**src/rtl/ex_operand_forward_if.sv**
```systemverilog
// ----------------------------------------------------------------------------
// ex_operand_forward_if
//   Bundles the EX operand-bypass signals between the pipeline (master) and
//   the forwarding unit (slave).
//
//   EX side    : ex_valid, ex_stall, ex_rs_idx, ex_rs_used, ex_rs_data
//   MEM side   : mem_valid, mem_rd_wen, mem_rd_idx, mem_rd_data,
//                mem_is_load, mem_load_done
//   WB side    : wb_valid, wb_rd_wen, wb_rd_idx, wb_rd_data
//   Results    : ex_src_fwd, ex_src_sel, fwd_load_use_stall, perf_lu_cnt
// ----------------------------------------------------------------------------
interface ex_operand_forward_if #(
  parameter int XLEN    = 64,
  parameter int NUM_SRC = 2,
  parameter int CNT_W   = 32
);
  logic                    ex_valid;
  logic                    ex_stall;
  logic [NUM_SRC*5-1:0]    ex_rs_idx;
  logic [NUM_SRC-1:0]      ex_rs_used;
  logic [NUM_SRC*XLEN-1:0] ex_rs_data;

  logic                    mem_valid;
  logic                    mem_rd_wen;
  logic [4:0]              mem_rd_idx;
  logic [XLEN-1:0]         mem_rd_data;
  logic                    mem_is_load;
  logic                    mem_load_done;

  logic                    wb_valid;
  logic                    wb_rd_wen;
  logic [4:0]              wb_rd_idx;
  logic [XLEN-1:0]         wb_rd_data;

  logic [NUM_SRC*XLEN-1:0] ex_src_fwd;
  logic [NUM_SRC*2-1:0]    ex_src_sel;
  logic                    fwd_load_use_stall;
  logic [CNT_W-1:0]        perf_lu_cnt;

  // Pipeline side: provides stage state, consumes resolved operands.
  modport master (
    output ex_valid, ex_stall, ex_rs_idx, ex_rs_used, ex_rs_data,
    output mem_valid, mem_rd_wen, mem_rd_idx, mem_rd_data, mem_is_load, mem_load_done,
    output wb_valid, wb_rd_wen, wb_rd_idx, wb_rd_data,
    input  ex_src_fwd, ex_src_sel, fwd_load_use_stall, perf_lu_cnt
  );

  // Forwarding unit side.
  modport slave (
    input  ex_valid, ex_stall, ex_rs_idx, ex_rs_used, ex_rs_data,
    input  mem_valid, mem_rd_wen, mem_rd_idx, mem_rd_data, mem_is_load, mem_load_done,
    input  wb_valid, wb_rd_wen, wb_rd_idx, wb_rd_data,
    output ex_src_fwd, ex_src_sel, fwd_load_use_stall, perf_lu_cnt
  );
endinterface

```
**src/rtl/ex_operand_forward_unit.sv**
```systemverilog
// ----------------------------------------------------------------------------
// ex_operand_forward_unit
//   EX-stage operand bypass for NUM_SRC source operands. Each source index is
//   compared against the MEM, WB and a registered WB+1 shadow producer; the
//   youngest matching producer wins. Unresolved loads in MEM raise a load-use
//   stall. While EX is stalled the resolved operands are captured and replayed
//   so a producer that retires mid-stall is not lost.
//
//   Ports
//     clk  : clock
//     rst  : synchronous reset, active-high
//     bus  : ex_operand_forward_if.slave (EX/MEM/WB inputs, operand outputs)
//
//   ex_src_sel encoding per source: 0 RF, 1 MEM, 2 WB, 3 WB+1 shadow or HELD.
//   In HELD every source (used or not) replays the value captured on entry.
// ----------------------------------------------------------------------------
module ex_operand_forward_unit #(
  parameter int XLEN      = 64,
  parameter int NUM_SRC   = 2,
  parameter int RF_BYPASS = 0,
  parameter int CNT_W     = 32
) (
  input  logic                 clk,
  input  logic                 rst,
  ex_operand_forward_if.slave  bus
);

  typedef enum logic {
    ST_LIVE = 1'b0,
    ST_HELD = 1'b1
  } state_e;

  localparam logic [1:0] SEL_RF   = 2'd0;
  localparam logic [1:0] SEL_MEM  = 2'd1;
  localparam logic [1:0] SEL_WB   = 2'd2;
  localparam logic [1:0] SEL_HELD = 2'd3;   // also used for the WB+1 shadow

  // Registered state
  state_e                        state_q, state_d;
  logic [NUM_SRC-1:0][XLEN-1:0]  hold_q, hold_d;
  logic                          wb1_v_q, wb1_v_d;
  logic [4:0]                    wb1_idx_q, wb1_idx_d;
  logic [XLEN-1:0]               wb1_data_q, wb1_data_d;
  logic [CNT_W-1:0]              cnt_q, cnt_d;

  // Combinational match / mux results
  logic [NUM_SRC-1:0]            hit_mem, hit_wb, hit_wb1, lu;
  logic [NUM_SRC-1:0][XLEN-1:0]  mux_data;
  logic [NUM_SRC-1:0][1:0]       mux_sel;
  logic                          load_use_stall;
  logic                          wb_write;

  assign wb_write = bus.wb_valid && bus.wb_rd_wen && (bus.wb_rd_idx != 5'd0);

  // Per-source producer match and priority mux (MEM > WB > WB+1 > RF).
  // NOTE: every combinational output gets a default at the top of the block so
  // no path leaves it unassigned, which would otherwise infer a latch.
  always_comb begin
    hit_mem  = '0;
    hit_wb   = '0;
    hit_wb1  = '0;
    lu       = '0;
    mux_data = '0;
    mux_sel  = '0;
    for (int i = 0; i < NUM_SRC; i++) begin
      hit_mem[i] = bus.ex_rs_used[i] && bus.mem_valid && bus.mem_rd_wen &&
                   (bus.mem_rd_idx == bus.ex_rs_idx[5*i +: 5]) &&
                   (bus.ex_rs_idx[5*i +: 5] != 5'd0);
      hit_wb[i]  = bus.ex_rs_used[i] && bus.wb_valid && bus.wb_rd_wen &&
                   (bus.wb_rd_idx == bus.ex_rs_idx[5*i +: 5]) &&
                   (bus.ex_rs_idx[5*i +: 5] != 5'd0);
      hit_wb1[i] = bus.ex_rs_used[i] && wb1_v_q &&
                   (wb1_idx_q == bus.ex_rs_idx[5*i +: 5]) &&
                   (bus.ex_rs_idx[5*i +: 5] != 5'd0);

      // Once operands are held, MEM activity is irrelevant, so a load in MEM
      // cannot re-raise the stall.
      lu[i] = hit_mem[i] && bus.mem_is_load && !bus.mem_load_done &&
              (state_q == ST_LIVE);

      if (hit_mem[i]) begin
        mux_data[i] = bus.mem_rd_data;
        mux_sel[i]  = SEL_MEM;
      end else if (hit_wb[i]) begin
        mux_data[i] = bus.wb_rd_data;
        mux_sel[i]  = SEL_WB;
      end else if (hit_wb1[i]) begin
        mux_data[i] = wb1_data_q;
        mux_sel[i]  = SEL_HELD;
      end else begin
        mux_data[i] = bus.ex_rs_data[XLEN*i +: XLEN];
        mux_sel[i]  = SEL_RF;
      end
    end
  end

  assign load_use_stall = bus.ex_valid && (|lu);

  // Operand outputs: held copy in HELD, live mux otherwise.
  always_comb begin
    bus.ex_src_fwd = '0;
    bus.ex_src_sel = '0;
    for (int i = 0; i < NUM_SRC; i++) begin
      if (state_q == ST_HELD) begin
        bus.ex_src_fwd[XLEN*i +: XLEN] = hold_q[i];
        bus.ex_src_sel[2*i +: 2]       = SEL_HELD;
      end else begin
        bus.ex_src_fwd[XLEN*i +: XLEN] = mux_data[i];
        bus.ex_src_sel[2*i +: 2]       = mux_sel[i];
      end
    end
  end

  assign bus.fwd_load_use_stall = load_use_stall;
  assign bus.perf_lu_cnt        = cnt_q;

  // Next-state: LIVE/HELD sequencing, WB+1 shadow, stall counter.
  always_comb begin
    state_d    = state_q;
    hold_d     = hold_q;
    wb1_v_d    = (RF_BYPASS == 0) && wb_write;
    wb1_idx_d  = wb1_idx_q;
    wb1_data_d = wb1_data_q;
    cnt_d      = cnt_q;

    if (wb_write) begin
      wb1_idx_d  = bus.wb_rd_idx;
      wb1_data_d = bus.wb_rd_data;
    end

    unique case (state_q)
      ST_LIVE: begin
        // An unresolved load blocks capture; the capture happens on the first
        // stalled edge after the load data arrives.
        if (bus.ex_valid && bus.ex_stall && !load_use_stall) begin
          state_d = ST_HELD;
          hold_d  = mux_data;
        end
      end
      ST_HELD: begin
        if (!bus.ex_stall || !bus.ex_valid) begin
          state_d = ST_LIVE;
        end
      end
      default: state_d = ST_LIVE;
    endcase

    // Saturating: stays at all-ones instead of wrapping.
    if (load_use_stall && (cnt_q != '1)) begin
      cnt_d = cnt_q + CNT_W'(1);
    end
  end

  // NOTE: sequential state uses non-blocking assignments so every flop samples
  // the pre-edge value of the others, independent of statement order.
  always_ff @(posedge clk) begin
    if (rst) begin
      state_q <= ST_LIVE;
      hold_q  <= '0;
      wb1_v_q <= 1'b0;
      cnt_q   <= '0;
    end else begin
      state_q <= state_d;
      hold_q  <= hold_d;
      wb1_v_q <= wb1_v_d;
      cnt_q   <= cnt_d;
    end
  end

  // NOTE: the shadow index/data are plain datapath registers with no reset;
  // they are only observed while wb1_v_q is set, and wb1_v_q is reset.
  always_ff @(posedge clk) begin
    wb1_idx_q  <= wb1_idx_d;
    wb1_data_q <= wb1_data_d;
  end

endmodule

```
**src/flat_wrapper.sv**
```systemverilog
// flat-port wrapper written by rule: the top's interface ports become plain ports
module ex_operand_forward_unit_flat 
#(
  parameter int XLEN      = 64,
  parameter int NUM_SRC   = 2,
  parameter int RF_BYPASS = 0,
  parameter int CNT_W     = 32
)
  (clk, rst, bus_ex_valid, bus_ex_stall, bus_ex_rs_idx, bus_ex_rs_used, bus_ex_rs_data, bus_mem_valid, bus_mem_rd_wen, bus_mem_rd_idx, bus_mem_rd_data, bus_mem_is_load, bus_mem_load_done, bus_wb_valid, bus_wb_rd_wen, bus_wb_rd_idx, bus_wb_rd_data, bus_ex_src_fwd, bus_ex_src_sel, bus_fwd_load_use_stall, bus_perf_lu_cnt);
  ex_operand_forward_if #(.XLEN(XLEN), .NUM_SRC(NUM_SRC), .CNT_W(CNT_W)) bus_i ();
  input  logic clk;
  input  logic rst;
  input wire logic [$bits(bus_i.ex_valid)-1:0] bus_ex_valid;
  input wire logic [$bits(bus_i.ex_stall)-1:0] bus_ex_stall;
  input wire logic [$bits(bus_i.ex_rs_idx)-1:0] bus_ex_rs_idx;
  input wire logic [$bits(bus_i.ex_rs_used)-1:0] bus_ex_rs_used;
  input wire logic [$bits(bus_i.ex_rs_data)-1:0] bus_ex_rs_data;
  input wire logic [$bits(bus_i.mem_valid)-1:0] bus_mem_valid;
  input wire logic [$bits(bus_i.mem_rd_wen)-1:0] bus_mem_rd_wen;
  input wire logic [$bits(bus_i.mem_rd_idx)-1:0] bus_mem_rd_idx;
  input wire logic [$bits(bus_i.mem_rd_data)-1:0] bus_mem_rd_data;
  input wire logic [$bits(bus_i.mem_is_load)-1:0] bus_mem_is_load;
  input wire logic [$bits(bus_i.mem_load_done)-1:0] bus_mem_load_done;
  input wire logic [$bits(bus_i.wb_valid)-1:0] bus_wb_valid;
  input wire logic [$bits(bus_i.wb_rd_wen)-1:0] bus_wb_rd_wen;
  input wire logic [$bits(bus_i.wb_rd_idx)-1:0] bus_wb_rd_idx;
  input wire logic [$bits(bus_i.wb_rd_data)-1:0] bus_wb_rd_data;
  output wire logic [$bits(bus_i.ex_src_fwd)-1:0] bus_ex_src_fwd;
  output wire logic [$bits(bus_i.ex_src_sel)-1:0] bus_ex_src_sel;
  output wire logic [$bits(bus_i.fwd_load_use_stall)-1:0] bus_fwd_load_use_stall;
  output wire logic [$bits(bus_i.perf_lu_cnt)-1:0] bus_perf_lu_cnt;
  assign bus_i.ex_valid = bus_ex_valid;
  assign bus_i.ex_stall = bus_ex_stall;
  assign bus_i.ex_rs_idx = bus_ex_rs_idx;
  assign bus_i.ex_rs_used = bus_ex_rs_used;
  assign bus_i.ex_rs_data = bus_ex_rs_data;
  assign bus_i.mem_valid = bus_mem_valid;
  assign bus_i.mem_rd_wen = bus_mem_rd_wen;
  assign bus_i.mem_rd_idx = bus_mem_rd_idx;
  assign bus_i.mem_rd_data = bus_mem_rd_data;
  assign bus_i.mem_is_load = bus_mem_is_load;
  assign bus_i.mem_load_done = bus_mem_load_done;
  assign bus_i.wb_valid = bus_wb_valid;
  assign bus_i.wb_rd_wen = bus_wb_rd_wen;
  assign bus_i.wb_rd_idx = bus_wb_rd_idx;
  assign bus_i.wb_rd_data = bus_wb_rd_data;
  assign bus_ex_src_fwd = bus_i.ex_src_fwd;
  assign bus_ex_src_sel = bus_i.ex_src_sel;
  assign bus_fwd_load_use_stall = bus_i.fwd_load_use_stall;
  assign bus_perf_lu_cnt = bus_i.perf_lu_cnt;
  ex_operand_forward_unit #(.XLEN(XLEN), .NUM_SRC(NUM_SRC), .RF_BYPASS(RF_BYPASS), .CNT_W(CNT_W)) u_core (.clk(clk), .rst(rst), .bus(bus_i));
endmodule
```
**config.mk**
```make
export PLATFORM = sky130hd
export DESIGN_NAME = ex_operand_forward_unit_flat
export DESIGN_NICKNAME = d
export VERILOG_FILES = /design/src/rtl/ex_operand_forward_if.sv /design/src/rtl/ex_operand_forward_unit.sv /design/src/flat_wrapper.sv
export SDC_FILE = /design/constraint.sdc
export NUM_CORES = 1
export LEC_CHECK = 0
export CORE_UTILIZATION = 40
export CTS_BUF_LIST = sky130_fd_sc_hd__clkbuf_4
export DETAILED_ROUTE_END_ITERATION = 10
export HOLD_SLACK_MARGIN = 0.15
export PLACE_DENSITY = 0.7
export RECOVER_POWER = 100
export SYNTH_ARGS = -nofsm -noshare
export SYNTH_HDL_FRONTEND = slang
export SYNTH_SLANG_ARGS = --single-unit
```
**constraint.sdc**
```tcl
create_clock -name clk -period 6.4 [get_ports clk]
set_clock_uncertainty 0.15 [all_clocks]
set_input_delay 0.64 -clock clk [delete_from_list [all_inputs] [get_ports clk]]
set_output_delay 0.64 -clock clk [all_outputs]
set_load 0.02 [all_outputs]
```
## Word-level counts from Yosys, hierarchy flattened

Cells that the tools add are included.

| storage, ports and cells | value |
|---|---|
| bits of input ports | 288 |
| bits in registers | 231 |
| output and inout port bits | 165 |
| word-level logic and storage cells | 79 |

| cells by class | value |
|---|---|
| muxes and demuxes | 19 |
| add/subtract/negate cells | 1 |
| equal/unequal tests | 7 |
| bitwise operators | 1 |
| reductions and logical operators | 44 |

Operators with widths:

| kind | count |
|---|---|
| 64-bit two-way mux | 8 |
| 1-bit logical AND | 34 |
| 32-bit by 1-bit adder with 32-bit output, second input constant | 1 |
| 32-bit != test, second input constant | 1 |
| 5-bit == test | 6 |
| 2-bit two-way mux | 8 |
| 5-bit nonzero test | 3 |
| 1-bit zero test | 4 |
| 1-bit two-way mux | 2 |
| 1-bit case mux with 2 select lines | 1 |
| 2-bit AND reduction | 1 |
| 2-bit OR reduction | 1 |
| 1-bit logical OR | 1 |
| 1-bit inverter | 1 |

## Logic depth before layout (Yosys ltp)

Gate-level depths: netlist (run 1).

| logic depth | value |
|---|---|
| depth after elaboration | 13 |
| depth in mapped cells | 10 |
| depth with buffers taken out | 7 |

## Worst setup path after synthesis (run 1)

No wires, ideal clock.

| timing path | value |
|---|---|
| path type | input port to flip-flop |
| start point | input port bus_wb_rd_idx[0] |
| end point | register u_core.wb1_data_q[0], enable pin |
| path buffers | 0 |
| path slack | 1.655 ns |
| library setup time | 0.520 ns |
| cell stages on the path | 2 |
| arrival | 4.075 ns |
| required time | 5.730 ns |
| cells stage by stage | nor3_1 > a21oi_1 |

| on the way | value |
|---|---|
| word-level cells in the longest chain between the ends | 2 |

RTL lines:

| item | RTL line | source |
|---|---|---|
| from (decl) | flat_wrapper.sv:26 | `input wire logic [$bits(bus_i.wb_rd_idx)-1:0] bus_wb_rd_idx;` |
| 5-bit nonzero test | ex_operand_forward_unit.sv:53 | `assign wb_write = bus.wb_valid && bus.wb_rd_wen && (bus.wb_rd_idx != 5'd0);` |
| 1-bit logical AND | ex_operand_forward_unit.sv:53 |  |
| named net u_core.wb1_v_d | ex_operand_forward_unit.sv:41 | `logic wb1_v_q, wb1_v_d;` |
| to (signal assigned) | ex_operand_forward_unit.sv:174 | `wb1_data_q <= wb1_data_d;` |
| to (decl) | ex_operand_forward_unit.sv:43 | `logic [XLEN-1:0] wb1_data_q, wb1_data_d;` |

The timed path passes the listed nets, and every way through them passes these cells.
A chain may end at the register's enable or synchronous reset.

## Final worst setup path (run 1)

| timing path | value |
|---|---|
| start point | input port bus_wb_rd_idx[2] |
| end point | output port bus_ex_src_fwd[125] |

| on the way | value |
|---|---|
| word-level cells in the longest chain between the ends | 6 |

RTL lines:

| item | RTL line | source |
|---|---|---|
| 5-bit == test | ex_operand_forward_unit.sv:70 | `(bus.wb_rd_idx == bus.ex_rs_idx[5*i +: 5]) &&` |
| 1-bit logical AND | ex_operand_forward_unit.sv:69 | `hit_wb[i] = bus.ex_rs_used[i] && bus.wb_valid && bus.wb_rd_wen &&` |
| 1-bit logical AND | ex_operand_forward_unit.sv:70 |  |
| 64-bit two-way mux | ex_operand_forward_unit.sv:84 | `end else if (hit_wb[i]) begin` |
| 64-bit two-way mux | ex_operand_forward_unit.sv:81 | `if (hit_mem[i]) begin` |
| 64-bit two-way mux | ex_operand_forward_unit.sv:104 | `if (state_q == ST_HELD) begin` |
| to (decl) | flat_wrapper.sv:28 | `output wire logic [$bits(bus_i.ex_src_fwd)-1:0] bus_ex_src_fwd;` |

Every way passes these cells.

==> metrics.csv, run 1 <==
metric,value,unit
reg-to-reg setup timing slack,2.74,ns
Ys Warns,0,
Final HPWL DP,44600,µm
period utilization,0.8782,
RSZ-0062 raised after global routing,no,
first drt pass iteration count,8,
Worst Path Max Fanout,66,
Post-Route Utilization,0.5386,
syn_area_per_cell,8.754,µm²
Starting DRT DRC Count,2051,
number of enable flip-flop cells after synthesis,69,
highest metal used,met5,
initial antenna violation count,21,
Max Slew Vio Count,112,
H-tree depth,3,
worst r2r path cells,5,
Power Total,4183,µW
layout filler cell count,3677,
drt wl/cell,25.34,µm
register bit total from synthesis,231,
Congestion Overflow GR,0,
largest net degree at the start of global routing,109,
CTS tree,done,
Peak VDD IR,0.0001295,V
core area,0.03883,mm²
Worst Setup End Kind,primary output,
Pwr Density,200.0,mW/mm²
post-route ant nets,0,
"commonest non-fill, non-tap cell in the layout",dlygate4sd3_1,
Post-Route WL,69900,µm
Hold Path End,u_core.bus.perf_lu_cnt[8],
sequential area share after synthesis,0.3358,
critical path's most frequent cell,dlygate4sd3_1,
Crit Reg-Reg Startpoint,u_core.state_q,
clk buf depth,3,
nets,2454,
initial core utilization,0.4076,
Die X,200.9,µm
status,"finished, violations left",
DR vias/cell,6.459,
"commonest non-fill, non-tap cells in the layout","dlygate4sd3_1, clkdlybuf4s50_1, dfxtp_1, nor2_1, inv_1",
min-delay src,rst,
met2 wire len,32450,µm
share of cells above drive strength 1,0.08976,
post_cts resized,0,
post-CTS setup buffer count,0,
Die H,200.9,µm
"Distinct cells, synth",53,
Final TNS setup,0,ns
"critical path, cell by cell","dlygate4sd3_1, xor2_1, or4_1, or2_4, a311oi_1, a21oi_1, mux2i_1, dlygate4sd3_1",
"Hold-fix buffers, CTS",0,
Clock transition at path regs,0.06,ns
"Area growth, synth to finish",32.13,%
GP Congestion,0.8775,
vias post-DR,17820,
I/O Buffers,452,
leakage,0.007008,µW
CP peak stage delay,1.06,ns
syn_nets,2097,
crit path DAT,4.83,ns
Period minus WS final,5.620,ns
hold crit path type,input port to flop,
WHS,0.2500,ns
M1 WL,26670,µm
CTS Root Cell,clkbuf_4,
first-pass GRT wire length,104900,µm
Setup CP Type,input port to primary output,
die footprint,0.04037,mm²
Placed Instances,2611,
ys flop type,dfxtp_1,
number of buffers created by CTS,70,
Worst-Skew Late Latency,0.77,ns
Total Routing Usage GR,0.3334,
I/O pin cnt,453,
highest clock rate,0.1779,GHz
WHS Path Cells,2,
Relative slew margins,-0.7386,
startpoint types,input port,
max cap viols,4,
CP max-delay cell,or4_1,
metal3 WL,7675,µm
# DRC,0,
final setup violation count,0,
failing checks,"max-capacitance violations, max-slew violations",
Post-synth ARST share,0,
Hold Fails Final Rpt,0,
r2r endpoint,u_core.hold_q[126],
CP Data Required Time,5.61,ns
post-synthesis cell area,0.01583,mm²
Placement Rows,72,
number of global-route vias before repair,17300,
Slew @ Worst Pin,2.608,ns
clock sinks,231,
post-synthesis cell count,1808,
post-route insts no fill,2758,
[power breakdown]
part,total [µW],internal (µW),switching [µW]
Sequential,1670,1620,54.6
Clock,1490,776,715
Combinational,1020,438,579
Total,4180,2830,1350
[how the worst max path moves through the flow]
stage / start / end / slack [ns] / depth (start not counted)
finish: bus_wb_rd_idx[2] / bus_ex_src_fwd[125] / 0.78 / 8
floorplan: bus_wb_rd_idx[0] / u_core.wb1_data_q[0] / 1.66 / 2
global route: u_core.wb1_idx_q[1] / bus_ex_src_fwd[54] / 0.63 / 8
detailed placement: bus_ex_rs_idx[7] / bus_ex_src_fwd[127] / 1.13 / 8
CTS: bus_ex_rs_idx[7] / bus_ex_src_fwd[127] / 1.12 / 8
global placement: bus_ex_rs_idx[7] / bus_ex_src_fwd[95] / 1.19 / 8
[sequential cells by signal (all words and copies together), names as in the netlist]
signal                  cells
u_core.hold_q             128
u_core.wb1_v_q              1
u_core.wb1_data_q          64
u_core.state_q              1
u_core.bus.perf_lu_cnt     32
u_core.wb1_idx_q            5
[critical path: cells and delay by family]
kind,cells,cell delay [ns]
xor gates and xnor gates,1,0.18
muxes,1,0.14
AOI/OAI and AO/OA,2,0.66
and+or+nand+nor,2,1.84
buffers and inverters,2,1.30
[kinds of logic after synthesis]
logic type / after synthesis / synth area share
AO/OA/AOI/OAI: 605 / 0.3222
XOR/XNOR: 40 / 0.02213
multiplexers: 128 / 0.08095
buffers and inverters: 347 / 0.08917
AND/OR/NAND/NOR: 456 / 0.1489
flip-flops: 231 / 0.3358
adder cells (fa/ha/maj): 1 / 0.0007904
[synthesized netlist by cell type (39+ instances only)]
cell | instances | area, µm²
dfxtp_1 | 162 | 3243
nor2_1 | 144 | 540.5
clkbuf_1 | 137 | 514.2
inv_1 | 132 | 495.5
mux2i_1 | 128 | 1281
a21oi_1 | 122 | 610.6
a221oi_2 | 120 | 1802
o21ai_0 | 107 | 535.5
a311oi_1 | 102 | 893.4
nand3_1 | 77 | 385.4
edfxtp_1 | 69 | 2072
nor3_1 | 68 | 340.3
buf_2 | 54 | 270.3
nand4_1 | 52 | 325.3
o31ai_1 | 45 | 337.8
nor4_1 | 39 | 244.0
[routing by layer]
| metal | vias up | global-route usage |
|---|---|---|
| met5 | - | 0 |
| met4 | 4 | 0.1742 |
| met3 | 269 | 0.08247 |
| met2 | 1327 | 0.5260 |
| met1 | 8432 | 0.4197 |
| li1 | 7783 | - |
[layout make-up]
cell class	instances	area, µm²	share of cell area
clock buffers	110	825.8	0.03949
multi-input cells	1230	8483	0.4056
diodes	23	57.56	0.002752
repair buffers	499	5029	0.2404
inverters	133	499.2	0.02387
flip-flops and latches	231	5319	0.2543
well taps	518	648.1	0.03099
clock inverters	14	52.55	0.002513
[metrics by stage]
stage          worst slack, ns  instance area, µm²
2_1_floorplan            1.655               15830
3_3_place_gp             1.185               20680
3_5_place_dp             1.128               20680
4_1_cts                  1.123               21550
5_1_grt                 0.6269               20910
6_report                0.7798               20910
No activity file was read; power rests on OpenSTA's default activity.
==> run 2: changes to the inputs <==
--- a/config.mk
+++ b/config.mk
@@ -8,9 +8,10 @@
 export CORE_UTILIZATION = 40
 export CTS_BUF_LIST = sky130_fd_sc_hd__clkbuf_4
 export DETAILED_ROUTE_END_ITERATION = 10
+export DONT_BUFFER_PORTS = 1
 export HOLD_SLACK_MARGIN = 0.15
-export PLACE_DENSITY = 0.7
-export RECOVER_POWER = 100
+export PLACE_DENSITY = 0.55
+export RECOVER_POWER = 50
 export SYNTH_ARGS = -nofsm -noshare
 export SYNTH_HDL_FRONTEND = slang
 export SYNTH_SLANG_ARGS = --single-unit
==> metrics.csv, run 2 (synthesis gave the netlist of run 1 again) <==
metric,value,unit,change
I/O Buffers,0,,-100%
nets,2170,,-12%
Relative slew margins,-2.147,,-1.409
max cap viols,3,,-1
DR vias/cell,6.771,,+4.8%
Total Routing Usage GR,0.3282,,-0.005172
largest net degree at the start of global routing,167,,+53%
RSZ-0062 raised after global routing,no,,
core area,0.03883,mm²,unchanged
pre-CTS worst setup slack,1.706,ns,+0.5781 ns
"commonest non-fill, non-tap cells in the layout","dlygate4sd3_1, dfxtp_1, nor2_1, inv_1, mux2i_1",,
die footprint,0.04037,mm²,unchanged
vias post-DR,16680,,-6.3%
Worst-Skew Late Latency,0.80,ns,+0.03 ns
Die X,200.9,µm,unchanged
period utilization,0.7460,,-0.1322
max FFs per register,128,,unchanged
initial antenna violation count,14,,-33%
Placement Rows,72,,unchanged
CTS Root Cell,clkbuf_4,,
startpoint types,input port,,
number of buffers created by CTS,74,,+5.7%
H-tree depth,3,,unchanged
final setup margin,1.626,ns,+0.8461 ns
CP Data Required Time,5.61,ns,about the same
final setup violation count,0,,unchanged
Worst Setup End Kind,primary output,,
Worst Path Max Fanout,36,,-45%
I/O pin cnt,453,,unchanged
finished layout cell area,0.01854,mm²,-11%
Setup CP Type,input port to primary output,,
clk buf depth,3,,unchanged
CP max-delay cell,o2111ai_4,,
CTS tree,done,,
Post-Route WL,68990,µm,-1.3%
clock sinks,231,,unchanged
post-CTS setup buffer count,0,,unchanged
Final TNS setup,0,ns,unchanged
Peak VDD IR,0.0001645,V,+27%
Top reg by flops,u_core.hold_q,,
# DRC,0,,unchanged
"Area growth, synth to finish",17.16,%,
number of global-route vias before repair,16490,,-4.7%
Post-Route Utilization,0.4776,,-0.06103
Starting DRT DRC Count,1878,,-8.4%
Hold Fails Final Rpt,0,,unchanged
crit path DAT,3.98,ns,-0.85 ns
CP peak stage delay,1.01,ns,-0.05 ns
"critical path, cell by cell","or4_4, o2111ai_4, buf_4, o21ai_0, a311oi_1, a21oi_1, mux2i_1",,
Slew @ Worst Pin,4.721,ns,+2.113 ns
hold crit path type,input port to flop,,
first-pass GRT wire length,103600,µm,-1.3%
drt wl/cell,28.00,µm,+10%
initial core utilization,0.4076,,unchanged
WHS,0.2062,ns,-0.04383 ns
Die H,200.9,µm,unchanged
Max Slew Vio Count,140,,+25%
Clock transition at path regs,0.06,ns,about the same
post-route ant nets,0,,unchanged
Pwr Density,224.7,mW/mm²,+12%
highest clock rate,0.2095,GHz,+18%
post_cts resized,0,,unchanged
GP Congestion,0.9345,,+6.5%
"commonest non-fill, non-tap cell in the layout",dlygate4sd3_1,,
Congestion Overflow GR,0,,unchanged
status,"finished, violations left",,
failing checks,"max-capacitance violations, max-slew violations",,
first drt pass iteration count,8,,unchanged
Final HPWL DP,38850,µm,-13%
Period minus WS final,4.774,ns,-0.8461 ns
leakage,0.005875,µW,-16%
Area after DPL,0.01591,mm²,-23%
share of cells above drive strength 1,0.1346,,+0.04481
run 2: cell count changes in the layout (fill, tap and decap cells not counted), moves of 9 or more:
cell,delta
diode_2,-9
dlygate4sd3_1,-43
buf_4,-15
clkdlybuf4s50_1,-223
a221oi_2,+77
a221oi_1,-77
run 2: report_power, final:
part	switching [µW]	leakage (µW)	internal [µW]	total (µW)
clock	748	0.000587	894	1640
combinational	555	0.00330	294	849
sequential	53.7	0.00199	1620	1680
total	1360	0.00587	2810	4170
run 2: path summary, 6_finish.rpt:
check                                         start                   to  slack, ns  cells past startpoint
worst max-delay path               bus_ex_rs_idx[6]  bus_ex_src_fwd[121]       1.63                      7
worst min-delay path            bus_ex_rs_data[100]   u_core.hold_q[100]       0.21                      4
worst max register to register  u_core.wb1_idx_q[0]   u_core.hold_q[107]       2.76                      8
worst min register to register     u_core.hold_q[1]     u_core.hold_q[1]       0.38                      2
run 2: what timing repair did:
item                                   CTS  global route
setup endpoints to repair                0             0
endpoints found under the hold margin  231             0
hold buffers                           186             0
run 2: through the flow:
| stage | total power, µW | instances |
|---|---|---|
| 3_3_place_gp | 2398 | 2137 |
| 4_1_cts | 4185 | 2450 |
| 2_1_floorplan | 2283 | 1808 |
| 6_report | 4166 | 2464 |
| 5_1_grt | 4327 | 2463 |
| 3_5_place_dp | 2418 | 2137 |
run 2: final cells by class:
class,instances,area [µm²]
Sequential cell,231,5319
Inverter,133,499.2
Antenna cell,14,35.03
Timing Repair Buffer,211,2111
Tap cell,518,648.1
Clock inverter,11,93.84
Fill cell,3783,20280
Clock buffer,116,870.8
Multi-Input combinational cell,1230,8967
run 2: routing by layer:
layer | up-vias | routed length (µm) | GRT usage
li1 | 7177 | - | -
met1 | 7962 | 26680 | 0.4118
met2 | 1277 | 31390 | 0.5110
met3 | 266 | 7702 | 0.09805
met4 | 2 | 3214 | 0.1619
met5 | - | 11 | 0
run 2: critical path, delay by kind of cell:
family	cells	cell delay, ns
AOI/OAI and AO/OA	4	1.79
buffers and inverters	1	0.54
and+or+nand+nor	1	0.57
muxes	1	0.43
